## src/rtl/td4_cpu_top.sv

```systemverilog
// TD4-class 4-bit teaching CPU: ROM, A/B, LED port, PC, carry, 4-bit adder.
// Optional TD4_INPUT_SYNC_EN adds a 2-flop synchronizer on pin_switch.
module td4_cpu_top #(
  parameter int unsigned  CLK_DIV   = 1,
  parameter logic [127:0] ROM_IMAGE =
    128'h0000_0000_0000_0000_00F6_BFE2_5190_4020
) (
  input  logic       pin_clock,
  input  logic       pin_n_reset,
  input  logic [3:0] pin_switch,
  output logic [3:0] pin_led
);

  localparam logic [23:0] CNT_MAX = 24'(CLK_DIV - 1);

  logic [23:0] div_cnt;
  logic        step;

  logic [3:0] a;
  logic [3:0] b;
  logic [3:0] led;
  logic [3:0] pc;
  logic       carry;

  logic [7:0] instr;
  logic [3:0] op;
  logic [3:0] im;
  logic [3:0] sw_in;

  logic [3:0] src;
  logic [3:0] sum;
  logic       c;
  logic       wr_a;
  logic       wr_b;
  logic       wr_led;
  logic       use_c;
  logic       jmp;

  assign step = (div_cnt == CNT_MAX);

  always_ff @(posedge pin_clock or negedge pin_n_reset) begin
    if (!pin_n_reset) begin
      div_cnt <= '0;
    end else if (step) begin
      div_cnt <= '0;
    end else begin
      div_cnt <= div_cnt + 24'd1;
    end
  end

`ifdef TD4_INPUT_SYNC_EN
  logic [3:0] sw_meta;
  logic [3:0] sw_sync;

  always_ff @(posedge pin_clock or negedge pin_n_reset) begin
    if (!pin_n_reset) begin
      sw_meta <= '0;
      sw_sync <= '0;
    end else begin
      sw_meta <= pin_switch;
      sw_sync <= sw_meta;
    end
  end

  assign sw_in = sw_sync;
`else
  assign sw_in = pin_switch;
`endif

  assign instr = ROM_IMAGE[{pc, 3'b000} +: 8];
  assign op    = instr[7:4];
  assign im    = instr[3:0];

  always_comb begin
    src    = 4'h0;
    wr_a   = 1'b0;
    wr_b   = 1'b0;
    wr_led = 1'b0;
    use_c  = 1'b0;
    jmp    = 1'b0;
    unique case (op)
      4'h0: begin src = a;     wr_a = 1'b1;   use_c = 1'b1; end
      4'h1: begin src = b;     wr_a = 1'b1;   use_c = 1'b1; end
      4'h2: begin src = sw_in; wr_a = 1'b1;   use_c = 1'b1; end
      4'h3: begin src = 4'h0;  wr_a = 1'b1;   use_c = 1'b1; end
      4'h4: begin src = a;     wr_b = 1'b1;   use_c = 1'b1; end
      4'h5: begin src = b;     wr_b = 1'b1;   use_c = 1'b1; end
      4'h6: begin src = sw_in; wr_b = 1'b1;   use_c = 1'b1; end
      4'h7: begin src = 4'h0;  wr_b = 1'b1;   use_c = 1'b1; end
      4'h9: begin src = b;     wr_led = 1'b1; use_c = 1'b1; end
      4'hB: begin src = 4'h0;  wr_led = 1'b1; end
      4'hE: jmp = ~carry;
      4'hF: jmp = 1'b1;
      default: ;
    endcase
  end

  assign {c, sum} = {1'b0, src} + {1'b0, im};

  always_ff @(posedge pin_clock or negedge pin_n_reset) begin
    if (!pin_n_reset) begin
      a     <= '0;
      b     <= '0;
      led   <= '0;
      pc    <= '0;
      carry <= 1'b0;
    end else if (step) begin
      if (wr_a)   a   <= sum;
      if (wr_b)   b   <= sum;
      if (wr_led) led <= sum;
      pc    <= jmp ? im : pc + 4'd1;
      carry <= use_c & c;
    end
  end

  assign pin_led = led;

endmodule

```

## config.mk

```make
export PLATFORM = sky130hd
export DESIGN_NAME = td4_cpu_top
export DESIGN_NICKNAME = d
export VERILOG_FILES = /design/src/rtl/td4_cpu_top.sv
export SDC_FILE = /design/constraint.sdc
export NUM_CORES = 1
export LEC_CHECK = 0
export BUFFER_PORTS_ARGS = -buffer_cell sky130_fd_sc_hd__buf_2
export CAP_MARGIN = 30
export CORE_AREA = 2 2 93 95
export CTS_CLUSTER_SIZE = 10
export DETAILED_ROUTE_END_ITERATION = 8
export DIE_AREA = 0 0 95 97
export MAX_ROUTING_LAYER = met4
export PLACE_DENSITY_LB_ADDON = 0.08
export RECOVER_POWER = 50
export SETUP_SLACK_MARGIN = 0.05
export SYNTH_ARGS = -nofsm -noshare
export SYNTH_HDL_FRONTEND = slang
export SYNTH_SLANG_ARGS = --single-unit
export TNS_END_PERCENT = 20
```

## constraint.sdc

```tcl
create_clock -name pin_clock -period 3.75 [get_ports pin_clock]
set_input_delay 0.1875 -clock pin_clock [delete_from_list [all_inputs] [get_ports pin_clock]]
set_output_delay 0.1875 -clock pin_clock [all_outputs]
set_load 0.005 [all_outputs]
```

==> qor.csv <==
metric,value,unit
Least-Margin Pin Slew,1600,ps
Leak Pwr,1.18,nW
global routing usage summed across all routing layers,0.123,
top-area cell type share of the netlist area,0.430,
worst reg2reg path endpoint,a[3],
final worst path period need,3240,ps
Synth-to-Final Area Change,9.71,%
final setup skew,4.14,ps
net count of the mapped netlist,241,
total area of multi-input combinational cells,0.00127,sq mm
status,finished with violations,
most used flip-flop cell after synthesis,dfrtp_1,
number of design-rule violations left by the first detailed-router iteration,57,
number of port buffers,9,
CP max FO,10,
switching power total,0.756,mW
total die area,0.00922,sq mm
Worst Hold Class,in -> async,
worst skew pair latency,280,ps
die extent in x,95,um
post-route clock period utilization,0.863,
count of antenna diodes in the layout,0,
top-count cell post-synth,dfrtp_1,
TritonCTS clock tree,yes,
WP data arrival,3410,ps
count of vias placed by the detailed router,1657,
Filler Cell Count,843,
unrepaired setup endpoints after global routing,no,
final number of setup-violating endpoints,0,
Max transition margin,-0.0663,
number of H-tree levels,2,
Worst Setup Start Kind,register,
first drt pass iteration count,4,
core occupancy in the finished layout,0.321,
part of the power in combinational logic,0.515,
"wirelength, routed",4980,um
largest net degree at the start of global routing,30,
DRT antenna net count,0,
number of flops mapped to enable cells by yosys,0,
switching share of power,0.400,
wire length of the first global-routing pass,8670,um
core region area,0.00813,sq mm
row count,33,
fraction of power consumed by sequential logic,0.342,
"Data required, critical path",3920,ps
effective utilization at floorplan,0.293,
clock network power share,0.143,
synthesized area divided by synthesized cell count,10.7,sq um
filler-free cell count of the finished design,339,
worst-case vdd ir drop,174,uV
synthesized cell area,0.00238,sq mm
global placement routability congestion,0.784,
CP Class,reg -> reg,
final hold vios,0,
clock slew seen by the registers of the worst setup and hold paths,80,ps
Yosys warning count,0,
average vias per placed instance,4.89,
number of max-capacitance violations reported,1,
number of global-route vias before repair,1742,
power density over cell area,723,mW/mm^2
fraction of synthesis flops using an asynchronous set or reset pin,1.00,
initial antenna violation count,0,
list of most frequent post-synthesis cells,"dfrtp_1 (41), nor2_1 (15), nand2_1 (14), inv_1 (13), xor2_1 (13)",
floorplan die height,97,um
Worst R2R Path Depth,11,
timing-limited maximum frequency,0.309,GHz
sum of net half-perimeters after detailed placement,3640,um
number of I/O pins,10,
biggest area consumer among synthesized cells,dfrtp_1,
TritonCTS Buffers,5,
total number of clock tree sinks,41,
pins over their slew limit,30,
Max clock buf depth,2,
placed cells,332,
remaining design rule violation count,0,
Post-Syn Instances,223,
cell internal power dissipation,1.14,mW
crit end category,register,
failing checks,"max-capacitance violations, max-slew violations",
clock root buffer,clkbuf_8,
cells taking the most area after synthesis,"dfrtp_1 (43%), ha_1 (5.8%), xor2_1 (4.8%)",
R2R Path Start,pc[0],
R2R Setup Slk,510,ps
layout net count,253,
routed len/inst,14.7,um
post-cts repair resize count,0,
"Seq/Total Area, Yosys",0.430,
overflow left after global routing,0,
synthesized flop and latch total,41,
total negative setup slack,0,ps
fraction of layout instances using a drive strength above 1,0.150,
sequential standard cell area,0.00103,sq mm
number of different library cells in the post-synthesis netlist,50,
-- worst max-delay path by stage --
stage | startpoint | to | slack, ps | depth (start not counted)
after detailed placement | pc[0] | a[3] | 550 | 11
final | pc[0] | a[3] | 510 | 11
after CTS | pc[0] | a[3] | 530 | 11
after global routing | pc[0] | a[3] | 240 | 11
after global placement | pc[0] | a[2] | 610 | 9
after floorplan | pc[0] | a[3] | 820 | 12
-- cell type report --
type                    count  area share
multi-input cells         162       0.486
flip-flops and latches     41       0.392
well taps                 105      0.0502
clock buffers               5      0.0263
repair buffers             12      0.0249
inverters                  13      0.0187
clock inverters             1     0.00191
-- power by group through the flow --
stage | logic, mW | clock network [mW] | registers [mW]
after global routing | 1.09 | 0.309 | 0.661
after CTS | 0.992 | 0.289 | 0.646
final | 0.974 | 0.271 | 0.647
after floorplan | 0.793 | 0 | 0.593
after global placement | 1.00 | 0 | 0.660
after detailed placement | 0.982 | 0 | 0.655
-- cells by family after synthesis --
kind of cell             count (synthesis)  synth area share
flip-flops                              41             0.430
AND/OR/NAND/NOR                         80             0.208
AO/OA/AOI/OAI                           29            0.0929
XOR/XNOR                                24            0.0882
multiplexers                            17            0.0777
adder cells (fa/ha/maj)                 12            0.0661
buffers and inverters                   20            0.0367
-- layout by cell type (no fill, tap or decap), types with 2 or more instances in the layout --
cell	Yosys	layout
a211oi_1	2	2
a211oi_2	2	2
a21o_1	2	2
a21oi_1	4	4
and3_1	4	4
and4_1	3	3
buf_2	4	8
clkbuf_1	1	2
clkbuf_8	0	5
dfrtp_1	41	41
ha_1	11	11
inv_1	13	13
mux2_1	4	4
mux2_2	8	8
mux2i_1	5	5
nand2_1	14	14
nand2b_1	2	2
nand3_1	9	9
nand4_1	2	2
nor2_1	15	15
nor2b_1	3	3
nor3_1	10	10
nor4_1	4	4
nor4_2	2	2
nor4b_4	2	2
o21ai_0	7	7
o31a_1	3	3
xnor2_1	11	11
xor2_1	13	13
-- metal layers --
layer	GRT usage	vias up	wire length, um
met3	0.0234	2	124
met2	0.194	27	2400
met1	0.163	815	2430
li1	-	813	-
met4	0.0312	0	26
met5	-	-	0
-- repair_timing --
item / CTS / global route
hold endpoints to repair: 12 / 0
buffers inserted: 0 / 0
hold buffers: 1 / 0
-- worst max-delay path: stages (launching register included) --
cell      delay (ps)
dfrtp_1          510
inv_1            150
ha_1             260
or3b_2           480
a221oi_2         400
nand2_1           90
o21ai_0          170
ha_1             300
a21o_1           160
a21oi_1          170
xnor2_1          120
mux2_1           300
-- registers in the layout, indices dropped and copies added, names as in the netlist --
register and cells:
a 4, b 4, carry 1, div_cnt 24, pc 4, pin_led 4
-- metrics by stage --
| stage | hold slack (ps) | power, mW | area, sq um | setup slack, ps |
|---|---|---|---|---|
| after floorplan | -108 | 1.39 | 2380 | 819 |
| after global placement | 404 | 1.66 | 2530 | 611 |
| after detailed placement | 121 | 1.64 | 2550 | 554 |
| after CTS | 345 | 1.93 | 2630 | 527 |
| after global routing | 519 | 2.06 | 2620 | 237 |
| final | 484 | 1.89 | 2620 | 515 |
(Power assumes the default switching activity.)
